## src/rtl/imem_loader.sv

```systemverilog
`default_nettype none
// ============================================================================
// Module      : imem_loader
// Description : Boot loader for a CPU instruction memory. On a start request
//               it accepts len 32-bit words over a valid/ready stream. Each
//               word is written to consecutive instruction-memory addresses
//               starting at 0. The loader then holds the CPU in reset for
//               FLUSH_CYC more cycles and releases it (RUN).
//               A start with an out-of-range length is rejected with an err
//               pulse. A valid start in RUN reloads the memory.
// Optional    : define LOADER_CHECKSUM_EN to add the checksum output, the
//               mod-2^32 sum of all words accepted since the last start.
// Ports       : clk          - clock, rising edge
//               rst          - asynchronous active-high reset
//               start, len   - load request and word count (1..2^ADDR_W)
//               s_valid, s_data, s_ready - source word stream
//               imem_wr_en, imem_wr_addr, imem_wr_data - registered write port
//               cpu_rst_n    - active-low CPU reset (released only in RUN)
//               busy         - loading or flushing
//               done         - one-cycle pulse on the first RUN cycle
//               err          - one-cycle pulse after a rejected start
//               checksum     - running word sum (LOADER_CHECKSUM_EN only)
// Revision    : 1.0 - initial release
// ============================================================================
module imem_loader #(
    parameter int ADDR_W    = 8,
    parameter int FLUSH_CYC = 2
) (
    input  logic              clk,
    input  logic              rst,
    input  logic              start,
    input  logic [ADDR_W:0]   len,
    input  logic              s_valid,
    input  logic [31:0]       s_data,
    output logic              s_ready,
    output logic              imem_wr_en,
    output logic [ADDR_W-1:0] imem_wr_addr,
    output logic [31:0]       imem_wr_data,
    output logic              cpu_rst_n,
    output logic              busy,
    output logic              done,
`ifdef LOADER_CHECKSUM_EN
    output logic [31:0]       checksum,
`endif
    output logic              err
);

    localparam logic [1:0] c_IDLE  = 2'd0;
    localparam logic [1:0] c_LOAD  = 2'd1;
    localparam logic [1:0] c_FLUSH = 2'd2;
    localparam logic [1:0] c_RUN   = 2'd3;

    // The word counter and length are ADDR_W+1 bits wide so that a full-depth
    // load (len == 2^ADDR_W) is representable and the counter cannot wrap.
    localparam logic [ADDR_W:0] c_DEPTH = {1'b1, {ADDR_W{1'b0}}};
    localparam logic [ADDR_W:0] c_ONE   = {{ADDR_W{1'b0}}, 1'b1};

    localparam int               c_FC_W       = (FLUSH_CYC > 1) ? $clog2(FLUSH_CYC) : 1;
    localparam logic [c_FC_W-1:0] c_FC_ONE     = c_FC_W'(1);
    localparam logic [c_FC_W-1:0] c_FLUSH_LAST = (FLUSH_CYC > 0) ? c_FC_W'(FLUSH_CYC - 1) : '0;

    logic [1:0]        r_state;
    logic [ADDR_W:0]   r_cnt;
    logic [ADDR_W:0]   r_len;
    logic [c_FC_W-1:0] r_flush_cnt;
    logic              r_wr_en;
    logic [ADDR_W-1:0] r_wr_addr;
    logic [31:0]       r_wr_data;
    logic              r_done;
    logic              r_err;

    logic w_idle_or_run;
    logic w_len_ok;
    logic w_start_ok;
    logic w_start_bad;
    logic w_accept;
    logic w_last_word;

    assign w_idle_or_run = (r_state == c_IDLE) || (r_state == c_RUN);
    assign w_len_ok      = (len != '0) && (len <= c_DEPTH);
    assign w_start_ok    = start && w_len_ok && w_idle_or_run;
    assign w_start_bad   = start && !w_len_ok && w_idle_or_run;
    assign w_accept      = s_valid && (r_state == c_LOAD);
    assign w_last_word   = w_accept && (r_cnt == (r_len - c_ONE));

    always_ff @(posedge clk or posedge rst) begin
        if (rst) begin
            r_state     <= c_IDLE;
            r_cnt       <= '0;
            r_len       <= '0;
            r_flush_cnt <= '0;
            r_wr_en     <= 1'b0;
            r_wr_addr   <= '0;
            r_wr_data   <= '0;
            r_done      <= 1'b0;
            r_err       <= 1'b0;
        end else begin
            // Strobes default low; they are raised only for one cycle below.
            r_wr_en <= 1'b0;
            r_done  <= 1'b0;
            r_err   <= w_start_bad;

            case (r_state)
                c_IDLE, c_RUN: begin
                    if (w_start_ok) begin
                        r_state <= c_LOAD;
                        r_cnt   <= '0;
                        r_len   <= len;
                    end
                end
                c_LOAD: begin
                    if (w_accept) begin
                        r_wr_en   <= 1'b1;
                        r_wr_addr <= r_cnt[ADDR_W-1:0];
                        r_wr_data <= s_data;
                        r_cnt     <= r_cnt + c_ONE;
                        if (w_last_word) begin
                            if (FLUSH_CYC == 0) begin
                                r_state <= c_RUN;
                                r_done  <= 1'b1;
                            end else begin
                                r_state     <= c_FLUSH;
                                r_flush_cnt <= '0;
                            end
                        end
                    end
                end
                c_FLUSH: begin
                    if (r_flush_cnt == c_FLUSH_LAST) begin
                        r_state <= c_RUN;
                        r_done  <= 1'b1;
                    end else begin
                        r_flush_cnt <= r_flush_cnt + c_FC_ONE;
                    end
                end
                default: r_state <= c_IDLE;
            endcase
        end
    end

`ifdef LOADER_CHECKSUM_EN
    logic [31:0] r_checksum;

    always_ff @(posedge clk or posedge rst) begin
        if (rst) begin
            r_checksum <= '0;
        end else if (w_start_ok) begin
            r_checksum <= '0;
        end else if (w_accept) begin
            r_checksum <= r_checksum + s_data;
        end
    end

    assign checksum = r_checksum;
`endif

    // Handshake and CPU reset depend on state only, so s_ready has no
    // combinational path from s_valid.
    assign s_ready      = (r_state == c_LOAD);
    assign busy         = (r_state == c_LOAD) || (r_state == c_FLUSH);
    assign cpu_rst_n    = (r_state == c_RUN);
    assign imem_wr_en   = r_wr_en;
    assign imem_wr_addr = r_wr_addr;
    assign imem_wr_data = r_wr_data;
    assign done         = r_done;
    assign err          = r_err;

endmodule
`default_nettype wire
```

## config.mk

```make
export PLATFORM = sky130hd
export DESIGN_NAME = imem_loader
export DESIGN_NICKNAME = d
export VERILOG_FILES = /design/src/rtl/imem_loader.sv
export SDC_FILE = /design/constraint.sdc
export NUM_CORES = 1
export LEC_CHECK = 0
export BUFFER_PORTS_ARGS = -buffer_cell sky130_fd_sc_hd__clkbuf_2
export CAP_MARGIN = 20
export CORE_MARGIN = 3
export CORE_UTILIZATION = 40
export CTS_BUF_LIST = sky130_fd_sc_hd__clkbuf_8 sky130_fd_sc_hd__clkbuf_16
export CTS_CLUSTER_DIAMETER = 150
export DETAILED_ROUTE_END_ITERATION = 10
export GPL_TIMING_DRIVEN = 0
export HOLD_SLACK_MARGIN = 0.06
export PLACE_DENSITY_LB_ADDON = 0.05
export SETUP_SLACK_MARGIN = 0.3
export SLEW_MARGIN = 20
export SYNTH_ARGS = -nofsm -noshare
export SYNTH_HDL_FRONTEND = slang
export SYNTH_SLANG_ARGS = --single-unit
export TNS_END_PERCENT = 20
```

## constraint.sdc

```tcl
create_clock -name clk -period 2.47 [get_ports clk]
set_input_delay 0 -clock clk [delete_from_list [all_inputs] [get_ports clk]]
set_output_delay 0 -clock clk [all_outputs]
set_load 0.01 [all_outputs]
```

Word-level counts from Yosys, hierarchy flattened
Index checks and enable logic that the tools add are counted.
Widths: inputs -> output; s select.
{"block": "totals", "ff_bits": 64, "out_inout_bits": 46}
{"block": "op_classes", "add_sub_neg": 3, "n_lt_le_gt_ge": 1, "n_eq_ne": 8, "mux": 16, "reduce_logical": 20}
{"operator": "$mux 9", "n": 2}
{"operator": "$pmux 9 s2", "n": 1}
{"operator": "$add 9x1->9 const B", "n": 1}
{"operator": "$eq 9x9->1", "n": 1}
{"operator": "$le 9x9->1 const B", "n": 1}
{"operator": "$reduce_bool 9->1", "n": 1}
{"operator": "$sub 9x1->9 const B", "n": 1}
{"operator": "$mux 2", "n": 4}
{"operator": "$logic_and 1x1->1", "n": 7}
{"operator": "$mux 1", "n": 7}
{"operator": "$pmux 2 s3", "n": 1}
{"operator": "$reduce_and 3->1", "n": 2}
{"operator": "$eq 2x2->1 const B", "n": 2}
{"operator": "$ne 2x1->1 const B", "n": 2}
{"operator": "$ne 2x2->1 const B", "n": 2}
{"operator": "$reduce_and 2->1", "n": 2}
{"operator": "$reduce_and 4->1", "n": 1}
{"operator": "$reduce_bool 2->1", "n": 2}
{"operator": "$eq 2x1->1 const B", "n": 1}
{"operator": "$logic_not 2->1", "n": 1}
{"operator": "$logic_or 1x1->1", "n": 2}
{"operator": "$pmux 1 s2", "n": 1}
{"operator": "$reduce_or 2->1", "n": 1}
{"operator": "$add 1x1->1 const B", "n": 1}
{"operator": "$logic_not 1->1", "n": 1}

Longest topological paths before layout
Gate-level depths: netlist of the first run.
{"block": "depth", "ltp_word": 6, "mapped_depth": 10}

Worst setup path after synthesis of the first run
Ideal clock, no wire load.
{"block": "synth_timing", "path_kind": "register -> register", "startpoint": "register r_len[0]", "endpoint": "register r_state[0]", "arrival_time_ps": 2451, "t_required_ps": 2391, "setup_slack_ps": -60, "stages_incl_launch_ff": 8, "n_path_buf": 1, "cell_sequence": "dfrtp_1 > or3_1 > buf_2 > or4_4 > a2111oi_4 > o2111ai_2 > a221oi_4 > mux2i_1"}
{"block": "synth_via", "elab_chain_cells": 5}
{"element": "start, declared", "line_no": "64", "rtl": "logic [ADDR_W:0] r_len;"}
{"element": "start signal, assigned", "line_no": "108", "rtl": "r_len <= len;"}
{"element": "$sub 9x1->9", "line_no": "84", "rtl": "assign w_last_word = w_accept && (r_cnt == (r_len - c_ONE));"}
{"element": "$eq 9x9->1", "line_no": "84"}
{"element": "$logic_and 1x1->1", "line_no": "84"}
{"element": "$ne 2x1->1 (no source line)"}
{"element": "$reduce_and 4->1 (no source line)"}
{"element": "end signal, assigned", "line_no": "88", "rtl": "r_state <= c_IDLE;"}
{"element": "end signal, assigned", "line_no": "106", "rtl": "r_state <= c_LOAD;"}
{"element": "end signal, assigned", "line_no": "119", "rtl": "r_state <= c_RUN;"}
{"element": "end, declared", "line_no": "62", "rtl": "logic [1:0] r_state;"}
No other way between the ends.
A chain may end at the register's enable or synchronous reset.

Worst setup path after layout of the first run
{"block": "layout_timing", "startpoint": "register r_len[3]", "endpoint": "register r_state[1]"}
Same word-level chain as after synthesis.

==> reports/results.ini, run 1 <==
[worst_setup_path]
worstPathArrival_ns = 2.75
critPathLaunch = r_len[3]$_DFFE_PP0P_
path_class = flop to flop
worstSetupEndpointType = flop
cpPeakStageDelay_ns = 0.54
crit_fanout = 3
critPathSlowestCell = or4_4
cp.required_ns = 2.73
cp-start-kind = flop
crit_chain = clkbuf_8 > or3_4 > or4_4 > a2111oi_4 > o2111ai_2 > a221oi_4 > mux2i_1
r2r-start = r_len[3]$_DFFE_PP0P_

[final_layout]
drive_gt1_share_pct = 45.48
final_area_um2 = 4270
synthToLayoutAreaGrowth_pct = 44.68
fin_cells = 483
final_nets = 434
n_antenna_cell = 0

[hold_path]
min-delay-start = s_valid
hold_class = primary input to flop

[routing]
drt_iter0_markers = 96
drt_first_pass_iters = 4
vias_per_cell = 4.692
dr_wl_met3_um = 290
top_layer_used = met4
met1_length_um = 2809
drc_errors = 0
wl_met2_um = 3106
wire_per_inst_um = 13.04
ant_nets = 0
wl_um = 6297
vias = 2266

[placement]
port_buffers = 90
dpl.hpwl_um = 4370
place_congestion = 0.7478
place_inst = 421
place_area_um2 = 3582

[sta]
fin_crit_sh_pct = 101.0
fmax_ghz = 0.4008
worst_pin_slew_ns = 0.4585
fin_crit_ns = 2.495
finClkSkew_ns = 0.007073
relSlewSlack_pct = 69.17
rsz0062_at_grt = yes
maxSlewViolCount = 0
whs_ns = 0.1099
finalHoldViolCount = 0
setup_violations = 2
worst_slack_ns = -0.02495

[grt]
grt-ovfl-total = 0
grt_start_max_net_pins = 49
antenna_found_initial = 0
gr-usage-all-layers_pct = 16.03
grt_pass1_wl_um = 10780
grt_pass1_vias = 2377

[clocking]
clk_root_buffer_cell = clkbuf_8
cts_tree = built
cts_buffers = 9
cts_max_level = 3
clk_pin_slew_ns = 0.07
clock-sinks = 64
insertion_delay_ns = 0.33
cts_max_path_buffers = 2

[logic_synthesis]
yosys_register_bits = 64
syn-instance-count = 234
syn_nets = 285
ys_types = 39
netlist.area_leader.share_pct = 54.26
syn-mean-instance-area_um2 = 12.61
synth_edf_count = 0
yosysSeqAreaShare_pct = 54.26
ys_async_sr_fraction_pct = 100.0
yosys.area.top_type = dfrtp_1
ys_warn_count = 0
syn-cell-area_um2 = 2952
synth_flop_cell = dfrtp_1
yosys-top-cells-area = dfrtp_1 (54%), mux2_2 (17%), xnor2_1 (4.2%)

[die]
rows = 30
die_area_um2 = 8446
io_pins = 91
fp.dieW_um = 91.90
die-height_um = 91.90
core-area_um2 = 6982
start_util_pct = 42.28

[run_status]
violations = negative setup slack
status = finished, violations left

[power_and_ir_drop]
power_density_nw_per_um2 = 1097
leakage_uw = 0.002021
irDropWorstVdd_v = 0.0004683

[flow_run]
drv_cap = 0

area by class of cell:
cell class	instances	area (µm²)
clock buffers	11	151.4
clock inverters	4	21.27
plain buffers	11	71.32
inverters	11	45.04
repair buffers	138	938.4
fillers	612	2711
flip-flops and latches	64	1602
multi-input cells	148	1321
well taps	96	120.1
Yosys cell counts, types with 2 or more instances:
library cell / n
nor2b_1: 5
and3_1: 2
clkbuf_1: 5
ha_1: 6
buf_1: 5
and3b_1: 2
nand3_1: 2
a31oi_1: 3
nor2_1: 10
o21ai_0: 6
or3_1: 4
or4_1: 2
inv_1: 10
mux2i_1: 4
xnor2_1: 14
nor3_1: 4
dfrtp_1: 64
and2_1: 2
o22ai_1: 2
a22o_1: 3
mux2_2: 45
nor4b_1: 3
nand2b_1: 3
nand2_1: 13
cells in the final DEF (no fill, tap or decap), drive strengths merged:
cell type / n
a221oi: 1
nor4b: 3
and2: 2
xnor2: 15
nor2: 10
inv: 11
o21a: 1
o31ai: 1
clkbuf: 106
o311ai: 1
nor2b: 5
o22ai: 2
or4: 3
mux2: 45
a31oi: 3
a2111oi: 1
nor3: 4
nand3: 2
clkinv: 3
or3: 4
and3: 2
buf: 11
a22o: 3
nand2b: 3
nand4b: 1
o21bai: 1
and3b: 2
ha: 6
dfrtp: 64
o21ai: 6
mux2i: 4
o2111ai: 2
nor3b: 1
dlygate4sd3: 43
clkinvlp: 1
nand2: 13
nor4: 1
where the power goes:
part           switching [µW]  internal [µW]  leakage, µW  total (µW)
combinational            1030           1100      0.00114        2130
clock                     379            406    0.0000924         785
sequential                282           1490     0.000790        1770
repair_timing:
action                                  CTS  global route
gates resized for setup                   7             8
hold buffers                             43             0
pin swaps                                 3             1
hold endpoints to repair                106             0
endpoints found under the setup margin   35            31
buffers inserted                          3             1
metal layers:
metal  GRT usage (%)  up-vias
met5               0        -
met4           7.054        0
met3           3.692        8
met2           27.37       57
met1           19.28     1085
li1                -     1116
kinds of logic (layout without fill, tap and decap cells):
family | after synthesis | after routing | synth area share (%)
flip-flops | 64 | 64 | 54.26
AND/OR/NAND/NOR | 56 | 56 | 10.47
multiplexers | 49 | 49 | 18.52
AO/OA/AOI/OAI | 22 | 22 | 6.656
buffers and inverters | 22 | 175 | 2.840
XOR/XNOR | 15 | 15 | 4.706
adder cells (fa/ha/maj) | 6 | 6 | 2.543
through the flow:
step                      power [µW]  setup TNS, ns  util, %  worst slack (ns)
final                           4683       -0.03584    61.16          -0.02495
after global routing            5056        -0.3350    61.16           -0.1659
after CTS                       4699        -0.1110    60.52          -0.06917
after detailed placement        3792        -0.1552    51.31          -0.08676
after global placement          3742        -0.1162    50.88          -0.06684
after floorplan                 3142              0        -           0.06729
path summary, 6_finish.rpt:
path                                          endpoint  slack [ns]  cells after the start
max                             r_state[1]$_DFFE_PP0P_       -0.02                      7
min                               r_cnt[1]$_DFFE_PP0P_        0.11                      3
max reg2reg                     r_state[1]$_DFFE_PP0P_       -0.02                      7
min reg2reg                imem_wr_addr[1]$_DFFE_PP0P_        0.48                      2
max in group asynchronous         r_cnt[6]$_DFFE_PP0P_        1.81                      4
min in group asynchronous       r_state[1]$_DFFE_PP0P_        0.16                      3
critical path, delay by kind of cell, from the launching register on:
| kind | cells | cell delay (ns) |
|---|---|---|
| AO/OA/AOI/OAI | 3 | 0.82 |
| buffers and inverters | 1 | 0.13 |
| multiplexers | 1 | 0.23 |
| flip-flops | 1 | 0.37 |
| AND/OR/NAND/NOR | 2 | 0.87 |
sequential cells by signal, indices dropped and copies added, names as in the netlist:
| signal | flops |
|---|---|
| err | 1 |
| r_cnt | 9 |
| imem_wr_en | 1 |
| imem_wr_addr | 8 |
| r_flush_cnt | 1 |
| r_state | 2 |
| done | 1 |
| imem_wr_data | 32 |
| r_len | 9 |
No activity file was read; power rests on OpenSTA's default activity.
==> run 2: changes to the inputs <==
ABC_AREA = 1   (was not set)
CELL_PAD_IN_SITES_DETAIL_PLACEMENT = 1   (was not set)
CELL_PAD_IN_SITES_GLOBAL_PLACEMENT = 1   (was not set)
CORE_MARGIN = not set   (was 3)
CORE_UTILIZATION = 33   (was 40)
==> run 2 against run 1 <==
- the flow finishes with violations (design-rule violations)
- highest routed layer unchanged
- combinational power decreased by 5%
- total power is 0.65% lower
- register-to-register slack gained 0.44 ns
- global-route usage increased by 3.5 points
- via count rose by 33%
- die area rose by 14%
- sequential cell count did not move
- wire length increased by 35%
- critical path type unchanged
- clock-buffer cell count shrank 1
- sequential power shrank 2%
==> reports/results.ini, run 2 <==
[die]
die_area_um2 = 9629
core-area_um2 = 8848
rows = 34
io_pins = 91
die-height_um = 98.13
start_util_pct = 34.46
fp.dieW_um = 98.13

[logic_synthesis]
syn_nets = 442
syn-cell-area_um2 = 3049
synth_top_cells_by_count = nand2_1 (175), dfrtp_1 (64), inv_1 (41)
yosys.area.top_type = dfrtp_1
syn-mean-instance-area_um2 = 7.798
ys_async_sr_fraction_pct = 100.0
ys_warn_count = 0
synth_edf_count = 0
ys_types = 26
netlist.area_leader.share_pct = 52.52
yosysSeqAreaShare_pct = 52.52
yosys_register_bits = 64
synth.most_common_cell = nand2_1
syn-instance-count = 391
synth_flop_cell = dfrtp_1
yosys-top-cells-area = dfrtp_1 (53%), nand2_1 (22%), inv_1 (5.0%)

[worst_setup_path]
cpPeakStageDelay_ns = 0.42
ff2ff_setup_slack_ns = 0.41
critPathSlowestCell = dfrtp_1
worstSetupEndpointType = flop
worstPathArrival_ns = 2.28
crit_chain = inv_1 > ha_1 > nand2_1 > a21oi_1 > nand3_1 > nor2_1 > nand3_1 > nor2_1 > nand2_1 > nand2_2 > nand2_2 > nand2_1 > nand2_1
cp-start-kind = flop
r2r-start = r_state[1]$_DFFE_PP0P_
path_class = flop to flop
cp_num_buf_inv = 1
critical-path-top-delay-family = simple AND/OR/NAND/NOR gates
crit_fanout = 4
cpMostUsedCell = nand2_1
critPathLaunch = r_state[1]$_DFFE_PP0P_
cp.required_ns = 2.70

[sta]
fin_crit_ns = 2.059
setup_violations = 0
fin_crit_sh_pct = 83.35
tns_ns = 0
finClkSkew_ns = 0.01165
relSlewSlack_pct = 66.63
worst_slack_ns = 0.4113
worst_pin_slew_ns = 0.5006
finalHoldViolCount = 0
maxSlewViolCount = 0
rsz0062_at_grt = yes
fmax_ghz = 0.4857

[power_and_ir_drop]
irDropWorstVdd_v = 0.0005890
power_density_nw_per_um2 = 1082
leakage_uw = 0.002368
finalPower_uw = 4653

[final_layout]
multi_input_area_um2 = 1234
drive_gt1_share_pct = 23.11
ff_latch_area_um2 = 1602
layout_common_cells = nand2_1 (175), clkbuf_2 (93), dfrtp_1 (64)
layout_commonest_cell = nand2_1
fillers = 1107
final_nets = 588
synthToLayoutAreaGrowth_pct = 41.08
n_antenna_cell = 0
largest_reg_flops = 32

[placement]
place_congestion = 0.7840
port_buffers = 90
dpl.hpwl_um = 5828
place_ws_ns = 0.3813

[routing]
drt_first_pass_iters = 7
wl_um = 8527
drt_iter0_markers = 71
vias = 3005
drc_errors = 8
vias_per_cell = 4.630
wire_per_inst_um = 13.14
ant_nets = 0

[grt]
antenna_found_initial = 0
grt-ovfl-total = 0
grt_pass1_wl_um = 14760
grt_pass1_vias = 3134
grt_start_max_net_pins = 45
gr-usage-all-layers_pct = 19.51

[clocking]
clk_root_buffer_cell = clkbuf_8
cts_tree = built
cts_buffers = 9
cts_max_path_buffers = 2
clock-sinks = 64
insertion_delay_ns = 0.34
cts_max_level = 3
clk_pin_slew_ns = 0.08

[run_status]
violations = design-rule violations
status = finished, violations left

[hold_path]
hold_class = primary input to async pin

[flow_run]
drv_cap = 0

## run 2: cell count changes after synthesis, sizes merged, moves of 5 or more
cell   before  now
mux2       45    1
o21ai       6   28
nand3       2   19
nand4       0    6
nor2b       5    0
inv        10   41
nor2       10   17
nand2      13  179
xnor2      15    2
## run 2: path summary, 6_finish.rpt
| kind | endpoint | cells past startpoint |
|---|---|---|
| min reg2reg | imem_wr_data[0]$_DFFE_PP0P_ | 2 |
| min | imem_wr_data[20]$_DFFE_PP0P_ | 3 |
| min in group clk | r_cnt[7]$_DFFE_PP0P_ | 5 |
| max in group asynchronous | imem_wr_data[2]$_DFFE_PP0P_ | 4 |
| max reg2reg | r_state[0]$_DFFE_PP0P_ | 13 |
| max | r_state[0]$_DFFE_PP0P_ | 13 |
## run 2: cell families (layout without fill, tap and decap cells)
logic type                 count (synthesis)  count (layout)  share of synthesized area (%)
and+or+nand+nor                          227             227                          30.41
DFF                                       64              64                          52.52
buffers and inverters                     54             204                          7.017
AOI/OAI and AO/OA                         33              33                          5.499
adders and majority gates                  6               6                          2.462
xor gates and xnor gates                   6               6                          1.723
muxes                                      1               1                         0.3693
## run 2: cell type report
type                    instances  area share [%]
flip-flops and latches         64           37.23
multi-input cells             273           28.68
repair buffers                135           21.35
inverters                      42           3.723
clock buffers                  10           3.200
well taps                     108           3.141
plain buffers                  12           1.367
clock inverters                 5           1.309
## run 2: per-layer routing
layer	routed length [µm]	up-vias	GRT usage, %	part of all wire (%)
li1	-	1492	-	-
met1	3789	1445	23.73	44
met2	4343	59	34.72	51
met3	295	9	3.651	3.5
met4	98	0	6.294	1.1
met5	0	-	0	0
## run 2: per-stage QoR
stage	cell area [µm²]	util, %	instances	hold WS (ns)
after floorplan	3049	-	391	0.1096
after CTS	4299	48.59	649	0.1545
after global placement	3635	41.08	589	0.1962
final	4302	48.61	649	0.1816
after detailed placement	3665	41.42	590	-0.02826
after global routing	4302	48.61	649	0.2106
## run 2: where the power goes
group | internal (µW) | switching [µW] | leakage (µW)
Combinational | 778 | 1250 | 0.00145
Sequential | 1440 | 290 | 0.000818
Clock | 488 | 411 | 0.0000985
## run 2: tightest hold or removal path, delay by kind of cell
family                 cells  cell delay [ns]
buffers and inverters      3             0.91
## run 2: repair_timing
item	CTS	global route
endpoints found under the setup margin	0	33
hold buffers	44	0
endpoints found under the hold margin	106	0
resized for setup	0	3
setup buffers	0	0
==> run 3: changes to the inputs <==
ABC_AREA = 0   (was 1)
CORE_UTILIZATION = 40   (was 33)
clock period = 2.1 ns   (was 2.47 ns; I/O delays follow)
==> run 3 against run 2 <==
- largest power group unchanged
- the run ends with negative setup slack left
- critical endpoint is now r_state[1]$_DFFE_PP0P_
- die area down 20%
- core utilization increased by 15 points
- combinational power increased by 47%
- clock power grew 13%
- final area up 3.5%
- via count fell by 20%
- cell count decreased by 25%
- total power rose by 32%
- clock-buffer cell count shrank 1
==> reports/results.ini, run 3 (synthesized netlist as in run 1, its figures left out) <==
[clocking]
insertion_delay_ns = 0.33
clk_root_buffer_cell = clkbuf_8
cts_tree = built
cts_max_level = 3
clock-sinks = 64
clk_pin_slew_ns = 0.08
cts_buffers = 9
cts_max_path_buffers = 2

[routing]
ant_nets = 0
drt_first_pass_iters = 4
wl_um = 9050
wire_per_inst_um = 18.66
vias_per_cell = 4.988
vias = 2419
drc_errors = 0
drt_iter0_markers = 46

[sta]
fmax_ghz = 0.3970
finalHoldViolCount = 0
maxSlewViolCount = 0
rsz0062_at_grt = yes
setup_violations = 3
finClkSkew_ns = 0.006779
worst_slack_ns = -0.4186
worst_pin_slew_ns = 0.4163
fin_crit_ns = 2.519
fin_crit_sh_pct = 119.9
relSlewSlack_pct = 72.01

[placement]
place_congestion = 0.7751
port_buffers = 90
dpl.hpwl_um = 5129
place_inst = 421
place_ws_ns = -0.4676

[grt]
grt_start_max_net_pins = 47
grt_pass1_wl_um = 14380
gr-usage-all-layers_pct = 25.25
antenna_found_initial = 0
grt-ovfl-total = 0
grt_pass1_vias = 2843

[die]
rows = 30
die_area_um2 = 7726
io_pins = 91
fp.dieW_um = 87.90
core-area_um2 = 6944
start_util_pct = 42.50
die-height_um = 87.90

[power_and_ir_drop]
power_density_nw_per_um2 = 1379
irDropWorstVdd_v = 0.0005867
leakage_uw = 0.002068

[final_layout]
multi_input_area_um2 = 1409
ff_latch_area_um2 = 1603
synthToLayoutAreaGrowth_pct = 50.78
layout_commonest_cell = clkbuf_2
fin_cells = 485
final_nets = 436
layout_common_cells = clkbuf_2 (91), dfrtp_1 (63), mux2_2 (45)
fillers = 729
n_antenna_cell = 0
drive_gt1_share_pct = 48.84
largest_reg_flops = 32

[worst_setup_path]
worstPathArrival_ns = 2.78
cpPeakStageDelay_ns = 0.53
crit_chain = or3_4 > or4_4 > a2111oi_4 > o2111ai_2 > a221oi_4 > mux2i_1
worstSetupEndpointType = flop
cp_num_buf_inv = 0
cp-start-kind = flop
ff2ff_path_depth = 6
crit_fanout = 4
critical_path_depth = 6
cp.required_ns = 2.36
critical-path-top-delay-family = simple AND/OR/NAND/NOR gates
critPathSlowestCell = or4_4
path_class = flop to flop

[run_status]
violations = negative setup slack
status = finished, violations left

[hold_path]
hold_class = primary input to async pin

[flow_run]
drv_cap = 0

run 3: cell types whose count changed in the layout (fill, tap and decap cells not counted), sizes merged, moves of 5 or more:
cell | before | now
nand2 | 179 | 13
mux2 | 1 | 45
inv | 42 | 10
o21ai | 28 | 6
nand3 | 19 | 2
xnor2 | 2 | 15
buf | 5 | 13
nor2 | 17 | 10
nand4 | 6 | 0
nor2b | 0 | 5
run 3: where the power goes:
group | total (µW) | switching, µW | internal [µW] | leakage, µW
combinational | 2960 | 1470 | 1490 | 0.00118
sequential | 2150 | 401 | 1750 | 0.000789
clock | 1020 | 487 | 537 | 0.0000948
run 3: final cells by class:
cell class | instances | share of cell area (%)
Timing Repair Buffer | 140 | 21.42
Sequential cell | 64 | 36.01
Multi-Input combinational cell | 148 | 31.66
Inverter | 11 | 1.096
Buffer | 11 | 2.952
Clock inverter | 6 | 1.378
Tap cell | 96 | 2.699
Clock buffer | 9 | 2.783
run 3: metal layers:
metal | vias up | global-route usage (%) | share of wire [%]
met3 | 21 | 8.011 | 7.0
met2 | 87 | 46.58 | 53
met5 | - | 0 | 0
li1 | 1114 | - | -
met1 | 1197 | 26.97 | 38
met4 | 0 | 8.942 | 2.2
run 3: worst register-to-register path, cell delays in order, from the launching register on:
cell	delay [ns]
dfrtp_1	0.42
or3_4	0.41
or4_4	0.53
a2111oi_4	0.31
o2111ai_2	0.22
a221oi_4	0.31
mux2i_1	0.23
run 3: metrics by stage:
stage / utilization (%) / hold WS [ns] / setup TNS [ns] / power (µW) / area [µm²]
after floorplan: - / 0.1079 / -0.7210 / 3774 / 3030
after global placement: 51.86 / 0.2234 / -21.09 / 4513 / 3601
after detailed placement: 52.29 / -0.03276 / -3.421 / 4612 / 3631
after CTS: 63.87 / 0.1417 / -1.132 / 6015 / 4436
after global routing: 64.09 / 0.1684 / -1.573 / 6531 / 4451
final: 64.09 / 0.1501 / -1.140 / 6138 / 4451
run 3: path summary, 6_finish.rpt:
check / from / slack [ns] / end
max: r_len[5]$_DFFE_PP0P_ / -0.42 / r_state[1]$_DFFE_PP0P_
max in group asynchronous: rst / 1.44 / imem_wr_addr[6]$_DFFE_PP0P_
min: rst / 0.15 / imem_wr_data[13]$_DFFE_PP0P_
min reg2reg: imem_wr_addr[1]$_DFFE_PP0P_ / 0.50 / imem_wr_addr[1]$_DFFE_PP0P_
min in group clk: s_valid / 0.18 / r_cnt[0]$_DFFE_PP0P_
max reg2reg: r_len[5]$_DFFE_PP0P_ / -0.42 / r_state[1]$_DFFE_PP0P_
run 3: what timing repair did:
item,4_1_cts,5_1_grt
buffers inserted,4,2
pin swaps,16,0
resized for setup,35,0
hold buffers,43,0
endpoints found under the hold margin,106,0
endpoints found under the setup margin,53,45
